## src/rtl/de0qsys_led_pio.sv

```systemverilog
// de0qsys_led_pio: Avalon-MM output PIO that drives the DE0 LEDs.
// It has a data register, atomic bit set/clear, and a per-bit hardware blink
// driven by a shared prescaled timebase. Slave timing is zero-wait-state writes
// and one-cycle read latency.
//
// Ports:
//   clk        system clock
//   reset_n    asynchronous active-low reset
//   address    register select (0 DATA, 1 BLINK_MASK, 2 HALF, 3 CTRL,
//              4 OUTSET, 5 OUTCLEAR, 6/7 reserved)
//   chipselect slave select
//   write_n    active-low write strobe, qualified by chipselect
//   writedata  write data
//   readdata   registered read data, for the address sampled on the previous edge
//   out_port   registered LED drive
module de0qsys_led_pio #(
    parameter int unsigned WIDTH        = 8,
    parameter int unsigned PRESCALE     = 50000,
    parameter int unsigned DEFAULT_HALF = 250
) (
    input  logic             clk,
    input  logic             reset_n,
    input  logic [2:0]       address,
    input  logic             chipselect,
    input  logic             write_n,
    input  logic [31:0]      writedata,
    output logic [31:0]      readdata,
    output logic [WIDTH-1:0] out_port
);

    localparam int unsigned PW = (PRESCALE > 1) ? $clog2(PRESCALE) : 1;
    localparam logic [PW-1:0] PreMax = PW'(PRESCALE - 1);

    localparam logic [2:0] AddrData     = 3'd0;
    localparam logic [2:0] AddrMask     = 3'd1;
    localparam logic [2:0] AddrHalf     = 3'd2;
    localparam logic [2:0] AddrCtrl     = 3'd3;
    localparam logic [2:0] AddrOutSet   = 3'd4;
    localparam logic [2:0] AddrOutClear = 3'd5;

    logic [WIDTH-1:0] data_q, data_d;
    logic [WIDTH-1:0] mask_q, mask_d;
    logic [15:0]      half_q, half_d;
    logic [PW-1:0]    pre_q, pre_d;
    logic [15:0]      hcnt_q, hcnt_d;
    logic             phase_q, phase_d;
    logic [31:0]      rdata_d;
    logic [WIDTH-1:0] out_d;

    logic             wr;
    logic             tick;
    logic [WIDTH-1:0] wd;

    // Only the low WIDTH (or 16) bits of writedata matter.
    logic unused_wd;
    assign unused_wd = ^writedata;

    assign wr   = chipselect && !write_n;
    assign tick = (pre_q == PreMax);
    assign wd   = writedata[WIDTH-1:0];

    always_comb begin
        data_d  = data_q;
        mask_d  = mask_q;
        half_d  = half_q;
        pre_d   = tick ? '0 : pre_q + 1'b1;
        hcnt_d  = hcnt_q;
        phase_d = phase_q;

        // Timebase: HALF==0 parks the blink in the on phase.
        if (half_q == 16'd0) begin
            hcnt_d  = '0;
            phase_d = 1'b0;
        end else if (tick) begin
            if (hcnt_q == half_q - 16'd1) begin
                hcnt_d  = '0;
                phase_d = !phase_q;
            end else begin
                hcnt_d = hcnt_q + 16'd1;
            end
        end

        // Register writes override any timebase activity in the same cycle.
        if (wr) begin
            case (address)
                AddrData:     data_d = wd;
                AddrMask:     mask_d = wd;
                AddrHalf: begin
                    half_d  = writedata[15:0];
                    pre_d   = '0;
                    hcnt_d  = '0;
                    phase_d = phase_q;
                end
                AddrCtrl: begin
                    pre_d   = '0;
                    hcnt_d  = '0;
                    phase_d = 1'b0;
                end
                AddrOutSet:   data_d = data_q | wd;
                AddrOutClear: data_d = data_q & ~wd;
                default: ;
            endcase
        end
    end

    always_comb begin
        rdata_d = '0;
        case (address)
            AddrData: rdata_d = 32'(data_q);
            AddrMask: rdata_d = 32'(mask_q);
            AddrHalf: rdata_d = 32'(half_q);
            AddrCtrl: rdata_d = {31'd0, phase_q};
            default:  rdata_d = '0;
        endcase
    end

    // Blinking bits are forced off while phase is 1.
    assign out_d = data_q & ~(mask_q & {WIDTH{phase_q}});

    always_ff @(posedge clk or negedge reset_n) begin
        if (!reset_n) begin
            data_q   <= '0;
            mask_q   <= '0;
            half_q   <= 16'(DEFAULT_HALF);
            pre_q    <= '0;
            hcnt_q   <= '0;
            phase_q  <= 1'b0;
            readdata <= '0;
            out_port <= '0;
        end else begin
            data_q   <= data_d;
            mask_q   <= mask_d;
            half_q   <= half_d;
            pre_q    <= pre_d;
            hcnt_q   <= hcnt_d;
            phase_q  <= phase_d;
            readdata <= rdata_d;
            out_port <= out_d;
        end
    end

endmodule

```

## config.mk

```make
export PLATFORM = sky130hd
export DESIGN_NAME = de0qsys_led_pio
export DESIGN_NICKNAME = d
export VERILOG_FILES = /design/src/rtl/de0qsys_led_pio.sv
export SDC_FILE = /design/constraint.sdc
export NUM_CORES = 1
export LEC_CHECK = 0
export ABC_CLOCK_PERIOD_IN_PS = 4450
export CAP_MARGIN = 20
export CORE_MARGIN = 1
export CORE_UTILIZATION = 55
export DETAILED_ROUTE_END_ITERATION = 8
export GPL_TIMING_DRIVEN = 0
export PLACE_DENSITY = 0.84
export SLEW_MARGIN = 20
export SYNTH_ARGS = -nofsm -noshare
export SYNTH_HDL_FRONTEND = slang
export SYNTH_SLANG_ARGS = --single-unit
```

## constraint.sdc

```tcl
create_clock -name clk -period 4.45 [get_ports clk]
set_input_delay 0.89 -clock clk [delete_from_list [all_inputs] [get_ports clk]]
set_output_delay 0.89 -clock clk [all_outputs]
set_load 0.1 [all_outputs]
```

==> run summary <==
Antenna Nets Post-Route - 0
RSZ-0062 raised after global routing - no
HP Start - pre_q[0]
Startpoint Class - flip-flop
H-tree depth - 3
Final worst-path cycle share - 72.0%
Placed cell areas - 5240 sq um
Final wirelength - 10500 um
Global route overflow - 0
Worst skew pair latency - 0.36 ns
Initial DRC count - 268
Die Area - 8700 sq um
Setup Buffers After CTS - 0
Storage element area - 2230 sq um
Worst vdd rail ir drop - 0.207 mV
Hold WC Path Type - flip-flop to flip-flop
Commonest cells after routing, fill and taps aside - dfrtp_1, clkdlybuf4s50_1, nor2_1
Final setup viols - 0
Number of max-cap violations - 0
Hold depth - 1
Worst-path clk slew - 0.09 ns
Worst Tran Pin Value - 0.978 ns
Required time worst endpoint - 4.67 ns
First-pass GRT wire length - 17400 um
Largest net degree at the start of global routing - 54
FFs w/ async S/R, synth - 100%
Core Rows - 32
CTS sink cnt - 89
Total Nets Final - 555
PwrDens - 433 nW/um^2
Cts hold-fix bufs - 0
Fillers - 597
Port Buf Inserts - 45
Design area - 5450 sq um
Yosys cell types - 57
CTS tree - yes
CTS Buffer Depth - 2
Setup Skew - 0.0137 ns
Layout cells sized above 1 - 14.7%
DRC violation count after routing - 0
Initial antenna violation count - 0
Placement Setup Slack - 0.666 ns
CP arrival - 3.42 ns
Sequential-to-total area share from yosys stat - 48.8%
Worst R2R Start - half_q[0]
Final WS setup - 1.25 ns
Avg WL per Cell - 17.0 um
Endpoints failing hold - 0
Via count - 3644
Post-CTS sizing - 0
Commonest non-fill, non-tap cell in the layout - dfrtp_1
Worst-case reg-to-reg path depth - 9
Worst Path Max Fanout - 10
Routability cong. - 0.855
Post-DP HPWL - 7500 um
Post-synth EDFFs - 0
Root Buffer - clkbuf_8
Synth Flop Type - dfrtp_1
Pins Over Slew Limit - 0
CTS Buf Count - 9
Synth warn - 0
Status - finished clean
Crit path time final - 3.20 ns
CP Capture Type - flip-flop
Diodes inserted - 0
Area Growth Syn to Fin - 19.1%
I/O pins - 79
Avg Vias per Cell - 5.88
R2r endpoint - hcnt_q[8]
Synthesized area - 4580 sq um
Starting Density - 58.1%
Reg2reg setup slack - 1.25 ns
CP Class - flip-flop to flip-flop
DR pass1 iterations - 5
Syn_area_per_cell - 10.4 sq um
Leak - 2.42 nW
Core Region - 7890 sq um
Multi-input logic area - 2160 sq um
Post-Synthesis Cells - 441
Worst slew margin - 34.6%
Die Wd - 93.3 um
Final hold slack - 0.465 ns
Fin util - 69.1%
Tot GR Track Use - 26.1%
#FFs+latches synth - 89
Die Y-Extent - 93.3 um
Vias in the first global route - 3674
Fmax - 312 MHz
Hold Path Sink - pre_q[0]
## cells in the mapped netlist, types with 3 or more instances
cell	count	share of area, %
or3_1	5	0.68
xor2_1	20	3.8
and4_1	3	0.57
mux2i_1	8	1.7
a211oi_1	4	0.66
xnor2_1	27	5.2
clkbuf_1	17	1.4
mux2_2	21	5.2
nor4_1	6	0.82
buf_2	3	0.33
a21boi_0	15	2.5
nor2_1	39	3.2
dfrtp_1	83	45
nand2_1	26	2.1
nand3_1	12	1.3
o21ai_0	15	1.6
dfstp_2	6	3.4
nand2b_1	4	0.55
inv_1	5	0.41
a21oi_1	10	1.1
nand4_1	9	1.2
nor3_1	22	2.4
nor2b_1	4	0.55
buf_4	16	2.6
ha_1	3	0.82
and3_1	19	2.6
## critical path: stages (launching register included)
cell	delay (ns)
dfrtp_1	0.46
inv_1	0.11
ha_1	0.30
or4b_1	0.53
nor3_1	0.48
and4_1	0.27
o22ai_1	0.12
nor4_4	0.51
buf_6	0.22
nor3_1	0.06
## final cells by class
type	count	area share, %
flip-flops and latches	89	41.0
multi-input cells	322	39.6
repair buffers	46	8.72
plain buffers	40	4.20
clock buffers	12	2.84
well taps	102	2.34
clock inverters	4	0.964
inverters	5	0.344
## how the worst max path moves through the flow
stage	start	cells after the start	to
floorplan	address[1]	6	half_q[14]
global placement	reset_n	1	hcnt_q[7]
detailed placement	address[2]	6	half_q[15]
CTS	address[2]	6	half_q[15]
global route	half_q[0]	9	hcnt_q[10]
finish	half_q[0]	9	hcnt_q[8]
## sequential cells by signal, summed over array words and instances, names as in the netlist
name / cells
hcnt_q: 16
pre_q: 16
phase_q: 1
out_port: 8
mask_q: 8
half_q: 16
readdata: 16
data_q: 8
## power by group
part | switching [mW] | internal, mW | leakage [nW]
clock network | 0.290 | 0.292 | 0.107
registers | 0.127 | 0.937 | 1.16
logic | 0.458 | 0.257 | 1.16
## layer usage
| metal | global-route usage, % | up-vias | share of wire (%) |
|---|---|---|---|
| met2 | 42.2 | 186 | 48 |
| met3 | 4.72 | 31 | 6.0 |
| met1 | 33.9 | 1767 | 42 |
| met4 | 12.7 | 0 | 3.2 |
| met5 | 0 | - | 0 |
| li1 | - | 1660 | - |
## kinds of logic (layout without fill, tap and decap cells)
kind of cell | count (synthesis) | in the layout | synth area share [%]
compound gates | 58 | 58 | 8.41
xor+xnor | 47 | 47 | 8.99
fa+ha+maj | 3 | 3 | 0.820
buf+inv | 45 | 107 | 5.41
flops | 89 | 89 | 48.8
mux | 31 | 31 | 7.70
other cells | 1 | 16 | 0.0819
simple gates | 167 | 167 | 19.8
## metrics by stage
stage	total power, mW	TNS [ns]	std cells
global placement	1.74	-46.22	603
detailed placement	1.78	0	604
floorplan	1.59	0	456
finish	2.36	0	620
global route	2.46	0	620
CTS	2.36	0	620
Power figures use the tool's default switching activity.
